==> config.mk <==
export PLATFORM = sky130hd
export DESIGN_NAME = seg7_scan_counter_flat
export DESIGN_NICKNAME = d
export VERILOG_FILES = /design/src/rtl/seg7_scan_counter_if.sv /design/src/rtl/seg7_scan_counter.sv /design/src/flat_wrapper.sv
export SDC_FILE = /design/constraint.sdc
export NUM_CORES = 1
export LEC_CHECK = 0
export ABC_AREA = 1
export CAP_MARGIN = 20
export CORE_ASPECT_RATIO = 1.75
export CORE_MARGIN = 10
export CORE_UTILIZATION = 25
export DETAILED_ROUTE_END_ITERATION = 8
export DONT_BUFFER_PORTS = 1
export GPL_ROUTABILITY_DRIVEN = 0
export GPL_TIMING_DRIVEN = 0
export PLACE_DENSITY = 0.37
export SETUP_SLACK_MARGIN = 0.15
export SYNTH_ARGS = -nofsm -noshare
export SYNTH_HDL_FRONTEND = slang
export SYNTH_SLANG_ARGS = --single-unit
==> constraint.sdc <==
create_clock -name clk -period 2 [get_ports clk]
set_input_delay 0.4 -clock clk [delete_from_list [all_inputs] [get_ports clk]]
set_output_delay 0.4 -clock clk [all_outputs]
set_load 0.01 [all_outputs]
==> src/rtl/seg7_scan_counter_if.sv <==
// seg7_scan_counter_if: control and display bus of the BCD scan counter
// Ports (slave view): en, up_dn, load, load_val in; bcd_out, seg, digit_sel, wrap out
interface seg7_scan_counter_if #(
   parameter int NUM_DIGITS = 3
);
   logic                    en;
   logic                    up_dn;
   logic                    load;
   logic [4*NUM_DIGITS-1:0] load_val;
   logic [4*NUM_DIGITS-1:0] bcd_out;
   logic [6:0]              seg;
   logic [NUM_DIGITS-1:0]   digit_sel;
   logic                    wrap;
   modport master (output en, up_dn, load, load_val, input bcd_out, seg, digit_sel, wrap);
   modport slave (input en, up_dn, load, load_val, output bcd_out, seg, digit_sel, wrap);
endinterface

==> src/rtl/seg7_scan_counter.sv <==
// seg7_scan_counter: N-digit BCD up/down counter with time-multiplexed 7-segment scanner
// Ports: clk, rst (sync, active-high); bus.slave carries en, up_dn, load, load_val
//        in and bcd_out, seg (gfedcba), digit_sel (one-hot), wrap out.
// Optional macro LEADING_ZERO_BLANK_EN blanks leading zero digits (digit 0 never).
module seg7_scan_counter #(
   parameter int NUM_DIGITS     = 3,
   parameter int TICK_DIV       = 1000000,
   parameter int SCAN_DIV       = 1000,
   parameter bit SEG_ACTIVE_LOW = 0
) (
   input logic                clk,
   input logic                rst,
   seg7_scan_counter_if.slave bus
);
   localparam int PW = $clog2(TICK_DIV);
   localparam int SW = SCAN_DIV > 1 ? $clog2(SCAN_DIV) : 1;
   localparam int IW = NUM_DIGITS > 1 ? $clog2(NUM_DIGITS) : 1;
   localparam int BW = 4 * NUM_DIGITS;
   localparam logic [PW-1:0] PMAX = PW'(TICK_DIV - 1);
   localparam logic [SW-1:0] SMAX = SW'(SCAN_DIV - 1);
   localparam logic [IW-1:0] IMAX = IW'(NUM_DIGITS - 1);
`ifdef LEADING_ZERO_BLANK_EN
   localparam bit BLANK_EN = 1'b1;
`else
   localparam bit BLANK_EN = 1'b0;
`endif
   function automatic logic [6:0] glyph(input logic [3:0] d);
      case (d)
         4'd0: glyph = 7'h3F;
         4'd1: glyph = 7'h06;
         4'd2: glyph = 7'h5B;
         4'd3: glyph = 7'h4F;
         4'd4: glyph = 7'h66;
         4'd5: glyph = 7'h6D;
         4'd6: glyph = 7'h7D;
         4'd7: glyph = 7'h07;
         4'd8: glyph = 7'h7F;
         default: glyph = 7'h6F;
      endcase
   endfunction
   logic [PW-1:0]         presc_q, presc_d;
   logic [BW-1:0]         bcd_q, bcd_d, bcd_step, bcd_load;
   logic [SW-1:0]         scan_q, scan_d;
   logic [IW-1:0]         idx_q, idx_d;
   logic [NUM_DIGITS-1:0] digit_sel_q, digit_sel_d;
   logic [6:0]            seg_q, seg_d, seg_raw;
   logic                  wrap_q, wrap_d;
   logic                  tick, scan_tc, all_roll, lz, blank;
   logic [3:0]            cur;
   assign tick    = bus.en && presc_q == PMAX;
   assign scan_tc = scan_q == SMAX;
   // Ripple the step through the digits; all_roll ends high only when every digit rolled over.
   always_comb begin
      bcd_step = bcd_q;
      bcd_load = bus.load_val;
      all_roll = 1'b1;
      for (int i = 0; i < NUM_DIGITS; i++) begin
         if (all_roll)
            bcd_step[4*i+:4] = bus.up_dn ? (bcd_q[4*i+:4] == 4'd9 ? 4'd0 : bcd_q[4*i+:4] + 4'd1)
                                         : (bcd_q[4*i+:4] == 4'd0 ? 4'd9 : bcd_q[4*i+:4] - 4'd1);
         all_roll = all_roll && (bus.up_dn ? bcd_q[4*i+:4] == 4'd9 : bcd_q[4*i+:4] == 4'd0);
         if (bus.load_val[4*i+:4] > 4'd9)
            bcd_load[4*i+:4] = 4'd9;
      end
   end
   // lz tracks "this digit and all above are zero" while walking down from the top digit.
   always_comb begin
      cur   = 4'd0;
      blank = 1'b0;
      lz    = 1'b1;
      for (int i = NUM_DIGITS - 1; i >= 0; i--) begin
         lz = lz && bcd_q[4*i+:4] == 4'd0;
         if (idx_q == IW'(i)) begin
            cur   = bcd_q[4*i+:4];
            blank = lz && i != 0;
         end
      end
   end
   assign seg_raw = (BLANK_EN && blank) ? 7'h00 : glyph(cur);
   always_comb begin
      presc_d     = bus.load ? '0 : tick ? '0 : bus.en ? presc_q + 1'b1 : presc_q;
      bcd_d       = bus.load ? bcd_load : tick ? bcd_step : bcd_q;
      wrap_d      = !bus.load && tick && all_roll;
      scan_d      = scan_tc ? '0 : scan_q + 1'b1;
      idx_d       = scan_tc ? (idx_q == IMAX ? '0 : idx_q + 1'b1) : idx_q;
      digit_sel_d = NUM_DIGITS'(1) << idx_q;
      seg_d       = SEG_ACTIVE_LOW ? ~seg_raw : seg_raw;
   end
   always_ff @(posedge clk) begin
      if (rst) begin
         presc_q     <= '0;
         bcd_q       <= '0;
         scan_q      <= '0;
         idx_q       <= '0;
         digit_sel_q <= NUM_DIGITS'(1);
         seg_q       <= SEG_ACTIVE_LOW ? 7'h40 : 7'h3F;
         wrap_q      <= 1'b0;
      end else begin
         presc_q     <= presc_d;
         bcd_q       <= bcd_d;
         scan_q      <= scan_d;
         idx_q       <= idx_d;
         digit_sel_q <= digit_sel_d;
         seg_q       <= seg_d;
         wrap_q      <= wrap_d;
      end
   end
   assign bus.bcd_out   = bcd_q;
   assign bus.seg       = seg_q;
   assign bus.digit_sel = digit_sel_q;
   assign bus.wrap      = wrap_q;
endmodule
==> src/flat_wrapper.sv <==
// flat-port wrapper written by rule: the top's interface ports become plain ports
module seg7_scan_counter_flat 
#(
   parameter int NUM_DIGITS     = 3,
   parameter int TICK_DIV       = 1000000,
   parameter int SCAN_DIV       = 1000,
   parameter bit SEG_ACTIVE_LOW = 0
)
  (clk, rst, bus_en, bus_up_dn, bus_load, bus_load_val, bus_bcd_out, bus_seg, bus_digit_sel, bus_wrap);
  seg7_scan_counter_if #(.NUM_DIGITS(NUM_DIGITS)) bus_i ();
  input logic clk;
  input logic rst;
  input wire logic [$bits(bus_i.en)-1:0] bus_en;
  input wire logic [$bits(bus_i.up_dn)-1:0] bus_up_dn;
  input wire logic [$bits(bus_i.load)-1:0] bus_load;
  input wire logic [$bits(bus_i.load_val)-1:0] bus_load_val;
  output wire logic [$bits(bus_i.bcd_out)-1:0] bus_bcd_out;
  output wire logic [$bits(bus_i.seg)-1:0] bus_seg;
  output wire logic [$bits(bus_i.digit_sel)-1:0] bus_digit_sel;
  output wire logic [$bits(bus_i.wrap)-1:0] bus_wrap;
  assign bus_i.en = bus_en;
  assign bus_i.up_dn = bus_up_dn;
  assign bus_i.load = bus_load;
  assign bus_i.load_val = bus_load_val;
  assign bus_bcd_out = bus_i.bcd_out;
  assign bus_seg = bus_i.seg;
  assign bus_digit_sel = bus_i.digit_sel;
  assign bus_wrap = bus_i.wrap;
  seg7_scan_counter #(.NUM_DIGITS(NUM_DIGITS), .TICK_DIV(TICK_DIV), .SCAN_DIV(SCAN_DIV), .SEG_ACTIVE_LOW(SEG_ACTIVE_LOW)) u_core (.clk(clk), .rst(rst), .bus(bus_i));
endmodule
# Word level (Yosys, flattened, before mapping)

Memories as Yosys holds them, arrays and structs flattened. A register that Yosys moved wholly into a read port is not among the register bits.
Cells that the tools add are included.

Add/subtract/negate cells: 9
Multiply operators: 0
Divide/modulo/power cells: 0
Magnitude comparators: 3
Equality and inequality tests: 7
Shifts and indexed selects: 1
Mux-type cells: 23
Bitwise gates (word level): 0
Reductions and logical operators: 17

Operator list:

| kind                                                                   | count |
|---|---|
| 4-bit 2-to-1 mux                                                       | 17 |
| 12-bit 2-to-1 mux                                                      | 2 |
| 20-bit by 1-bit adder with 20-bit output (second input constant)       | 1 |
| 20-bit equality test (second input constant)                           | 1 |
| 4-bit by 1-bit adder with 4-bit output (second input constant)         | 3 |
| 4-bit equality test (second input constant)                            | 3 |
| 4-bit > comparator (second input constant)                             | 3 |
| 4-bit logical NOT                                                      | 3 |
| 4-bit by 1-bit subtractor with 4-bit output (second input constant)    | 3 |
| 10-bit by 1-bit adder with 10-bit output (second input constant)       | 1 |
| 10-bit equality test (second input constant)                           | 1 |
| 2-bit nonzero test                                                     | 3 |
| 1-bit logical AND                                                      | 5 |
| 2-bit AND reduction                                                    | 2 |
| 1-bit 2-to-1 mux                                                       | 3 |
| 3-bit OR reduction                                                     | 1 |
| 1-bit by 2-bit left shift with 3-bit output (first input constant)     | 1 |
| 2-bit by 1-bit adder with 2-bit output (second input constant)         | 1 |
| 2-bit by 1-bit equality test with 1-bit output (second input constant) | 1 |
| 2-bit equality test (second input constant)                            | 1 |
| 2-bit logical NOT                                                      | 1 |
| 2-bit 2-to-1 mux                                                       | 1 |
| 2-bit OR reduction                                                     | 1 |
| 1-bit logical NOT                                                      | 1 |

Register bits: 48
Latch bits: 0
Bits in writable memories: 0
Bits in read-only memories: 112
Output and inout port bits: 23
Logic and storage cells: 69
Memories kept: 1

Memory list:

| name            | words | width | read ports | clocked after memory_dff | wr ports | RTL line                | source |
|---|---|---|---|---|---|---|---|
| (no name shown) | 16    | 7     | 1          | 1                        | 0        | seg7_scan_counter.sv:28 | `case (d)` |

# Depth between registers and ports, before layout

Word-level depth: 6
Gate-level depth with buffers: 11
Mapped depth without buffers: 11

# Least setup slack after synthesis

No wires, ideal clock.

Path type: register to register
Start point: register u_core.idx_q[0]
End point: register u_core.seg_q[0], in the netlist u_core.bus.seg[0]
Setup time: 0.079 ns
Arrival time: 1.408 ns
Path slack: 0.513 ns
Stages on the path, launching flop included: 9
Path buffers: 0
Period minus slack after synthesis: 1.487 ns
Cells stage by stage: dfxtp_1 inv_1 nor2_1 nand2_1 nand3_1 inv_1 ha_1 or2_2 o211ai_1

Word-level cells in the longest chain between the ends: 4

Ends and longest elaborated chain:

| what                          | RTL line                 | source |
|---|---|---|
| start: declaration            | seg7_scan_counter.sv:44  | `logic [IW-1:0] idx_q, idx_d;` |
| start signal: assignment      | seg7_scan_counter.sv:102 | `idx_q <= idx_d;` |
| 2-bit equality test           | seg7_scan_counter.sv:73  | `if (idx_q == IW'(i)) begin` |
| 4-bit 2-to-1 mux (2 in a row) | seg7_scan_counter.sv:73  |  |
| 4-bit 2-to-1 mux *            | seg7_scan_counter.sv:73  |  |
| end: declaration              | seg7_scan_counter.sv:46  | `logic [6:0] seg_q, seg_d, seg_raw;` |

Mark *: on every way between the ends. The rest lies on a longest branch, timed or not.
A chain may end at the register's enable or synchronous reset.

# Final worst setup path

Start point: register u_core.presc_q[0]
End point: register u_core.presc_q[19]

Word-level cells in the longest chain between the ends: 3

Ends and longest elaborated chain:

| what                                                                             | RTL line                | source |
|---|---|---|
| start: declaration                                                               | seg7_scan_counter.sv:41 | `logic [PW-1:0] presc_q, presc_d;` |
| start signal: assignment                                                         | seg7_scan_counter.sv:99 | `presc_q <= presc_d;` |
| branches (longest 3 deep; another with 20-bit by 1-bit adder with 20-bit output) | -                       |  |

Several ways; the timed one is not identified.

==> impl_metrics.tcl <==
set metrics [dict create \
    synthTopCellsByArea "dfxtp_1 34%, nand2_1 18%, nor2_1 10%" \
    worst_pin_slew_ns 0.540 \
    yosysSeqAreaShare_pct 34.0 \
    synthCells 521 \
    cts_tree "built" \
    htreeDepth 2 \
    syn_to_final_growth_pct 11.8 \
    arrival_ns 1.88 \
    yosys_most_used_dff "dfxtp_1" \
    cpMaxStageDelayCell "dfxtp_1" \
    antenna_found_initial 0 \
    crit_type "reg -> reg" \
    synthMostInstantiatedCell "nand2_1" \
    drtAntennaViolNets 0 \
    rows 55 \
    vias 3173 \
    design.portCount 40 \
    viasPerCell 4.54 \
    rsz0062_at_grt "false" \
    synth-seq-cells 55 \
    synth_largest_area_cell "dfxtp_1" \
    drive_above_1_share_pct 6.63 \
    core_area_mm2 0.0128 \
    period_needed_ns 1.70 \
    crit_chain "ha_1, nand3_1, nor2_2, nand3_2, nand2_2, inv_1, nand2_1, buf_4, a21oi_1" \
    yosys.cell_types.count 35 \
    dp_hpwl_mm 7.90 \
    critPathRequiredTime_ns 2.18 \
    max_cap_viol_count 0 \
    post_drt_wl_per_cell_um 13.9 \
    cts_root_buf "clkbuf_16" \
    postPlaceCellArea_mm2 0.00346 \
    status "finished, final reports clean" \
    grt_max_degree 16 \
    post-cts-setup-buffer-count 0 \
    grt_pass1_wl_mm 15.8 \
    netlist_area_mm2 0.00324 \
    synth_area_per_cell_um2 6.22 \
    synth_edf_count 0 \
    max_clock_freq_mhz 589 \
    layout.nets 552 \
    ir_worst_vdd_v 0.000295 \
    finalHoldViolations 0 \
    async_flop_share_pct 0 \
    drc 0 \
    clk_path_buf_depth 2 \
    crit_path_end_kind "flip-flop" \
    path_delay_family "simple AND/OR/NAND/NOR gates" \
    synth_fp_nets 545 \
    grt_usage_pct 10.9 \
    clk_latency_ns 0.30 \
    fin_worst_skew_ns 0.00715 \
    setup_tns_ns 0 \
    die_y_um 171 \
    min_period_over_period_pct 84.9 \
    initial_core_util_pct 25.3 \
    drt_iter0_markers 67 \
    path_buf_inv 2 \
    port_buffers 0 \
    finalSetupViolations 0 \
    path_max_fanout 10 \
    die_x_um 106 \
    critPathMaxStageDelay_ns 0.41 \
    leakage_nw 1.55 \
    path_clk_slew_ns 0.08 \
    wirelength_mm 9.74 \
    diodes 0 \
    grt_overflow 0 \
    die_area_mm2 0.0181 \
    synth_top_cells_by_count "156 x nand2_1, 86 x nor2_1, 61 x inv_1, 55 x dfxtp_1, 46 x nand3_1" \
    min_path_type "in -> reg" \
    slew_headroom_pct 64.0 \
    stdcell_area_mm2 0.00363 \
    power.density_mw_per_mm2 700 \
    numCtsBuffers 5 \
    first_global_vias 3100 \
    synth_warnings 0 \
    drt_pass1_iterations 4 \
    synth_top_cell_area_share_pct 34.0 \
    cts_sinks 55 \
    fillerInstances 1509 \
    startpoint_type "flip-flop" \
    slew_viol_final 0 \
]
## flip-flops by register name, indices dropped and copies added (netlist names)
| name | cells |
|---|---|
| u_core.presc_q | 20 |
| u_core.bus.bcd_out | 12 |
| u_core.scan_q | 10 |
| u_core.bus.seg | 7 |
| u_core.bus.digit_sel | 3 |
| u_core.idx_q | 2 |
| u_core.bus.wrap | 1 |
## final cells by class
class	instances	area (µm²)	area share, %
buffer	12	78.8	2.17
clock buffer	6	129	3.55
clock inverter	1	30.0	0.828
inverter	62	233	6.42
multi-input combinational	392	1840	50.7
sequential	55	1100	30.4
tap	171	214	5.90
## cell usage in the layout (no fill, tap or decap), drive strengths merged
master    n
a211oi    1
a21oi    19
a31oi     1
and2      1
and3      1
buf       7
bufinv    1
clkbuf   11
clkinv    1
dfxtp    55
ha        7
inv      61
nand2   161
nand3    47
nand3b    1
nand4    13
nor2     90
nor3     14
nor3b     1
nor4      2
o211ai    3
o21ai    13
o221ai    1
or2       6
xnor2     3
xor2      7
## power breakdown
| group | switching, W | leakage (nW) | internal [W] |
|---|---|---|---|
| Combinational | 0.000225 | 1.02 | 0.000117 |
| Sequential | 0.0000641 | 0.448 | 0.00113 |
| Clock | 0.000416 | 0.0769 | 0.000586 |
| Total | 0.000705 | 1.55 | 0.00183 |
## cells by family (layout without fill, tap and decap cells)
logic type	Yosys count	in the layout	synth area share, %
xor gates and xnor gates	10	10	2.70
and+or+nand+nor	337	337	44.9
buffers and inverters	74	81	9.45
adders and majority gates	7	7	2.70
DFF	55	55	34.0
AOI/OAI and AO/OA	38	38	6.33
## path summary, 6_finish.rpt
check                                  startpoint                 endpoint  slack (ns)  cells after the start
worst min register to register   u_core.scan_q[0]         u_core.scan_q[0]        0.47                      1
worst max-delay path            u_core.presc_q[0]       u_core.presc_q[19]        0.30                      9
worst max register to register  u_core.presc_q[0]       u_core.presc_q[19]        0.30                      9
worst min-delay path                          rst  u_core.bus.digit_sel[2]        0.17                      1
## metal layers
metal  part of all wire [%]  track usage [%]
met5                      0                0
met4                    2.5             4.61
met3                    4.7             2.64
met2                     55             21.4
met1                     37             10.4
## timing repair
item | 4_1_cts | 5_1_grt
hold buffers | 0 | 0
gates resized for setup | 0 | 6
setup endpoints to repair | 0 | 4
## stage by stage
| stage | util [%] | std cells | power [W] | hold WS [ns] | worst slack (ns) |
|---|---|---|---|---|---|
| after floorplan | - | 521 | 0.00147 | 0.430 | 0.513 |
| after global placement | 27.0 | 692 | 0.00157 | 0.447 | 0.259 |
| after detailed placement | 27.0 | 692 | 0.00157 | 0.461 | 0.255 |
| after CTS | 28.3 | 699 | 0.00259 | 0.160 | 0.226 |
| after global routing | 28.3 | 699 | 0.00267 | 0.157 | 0.152 |
| final | 28.3 | 699 | 0.00254 | 0.172 | 0.302 |
Power figures use the tool's default switching activity.
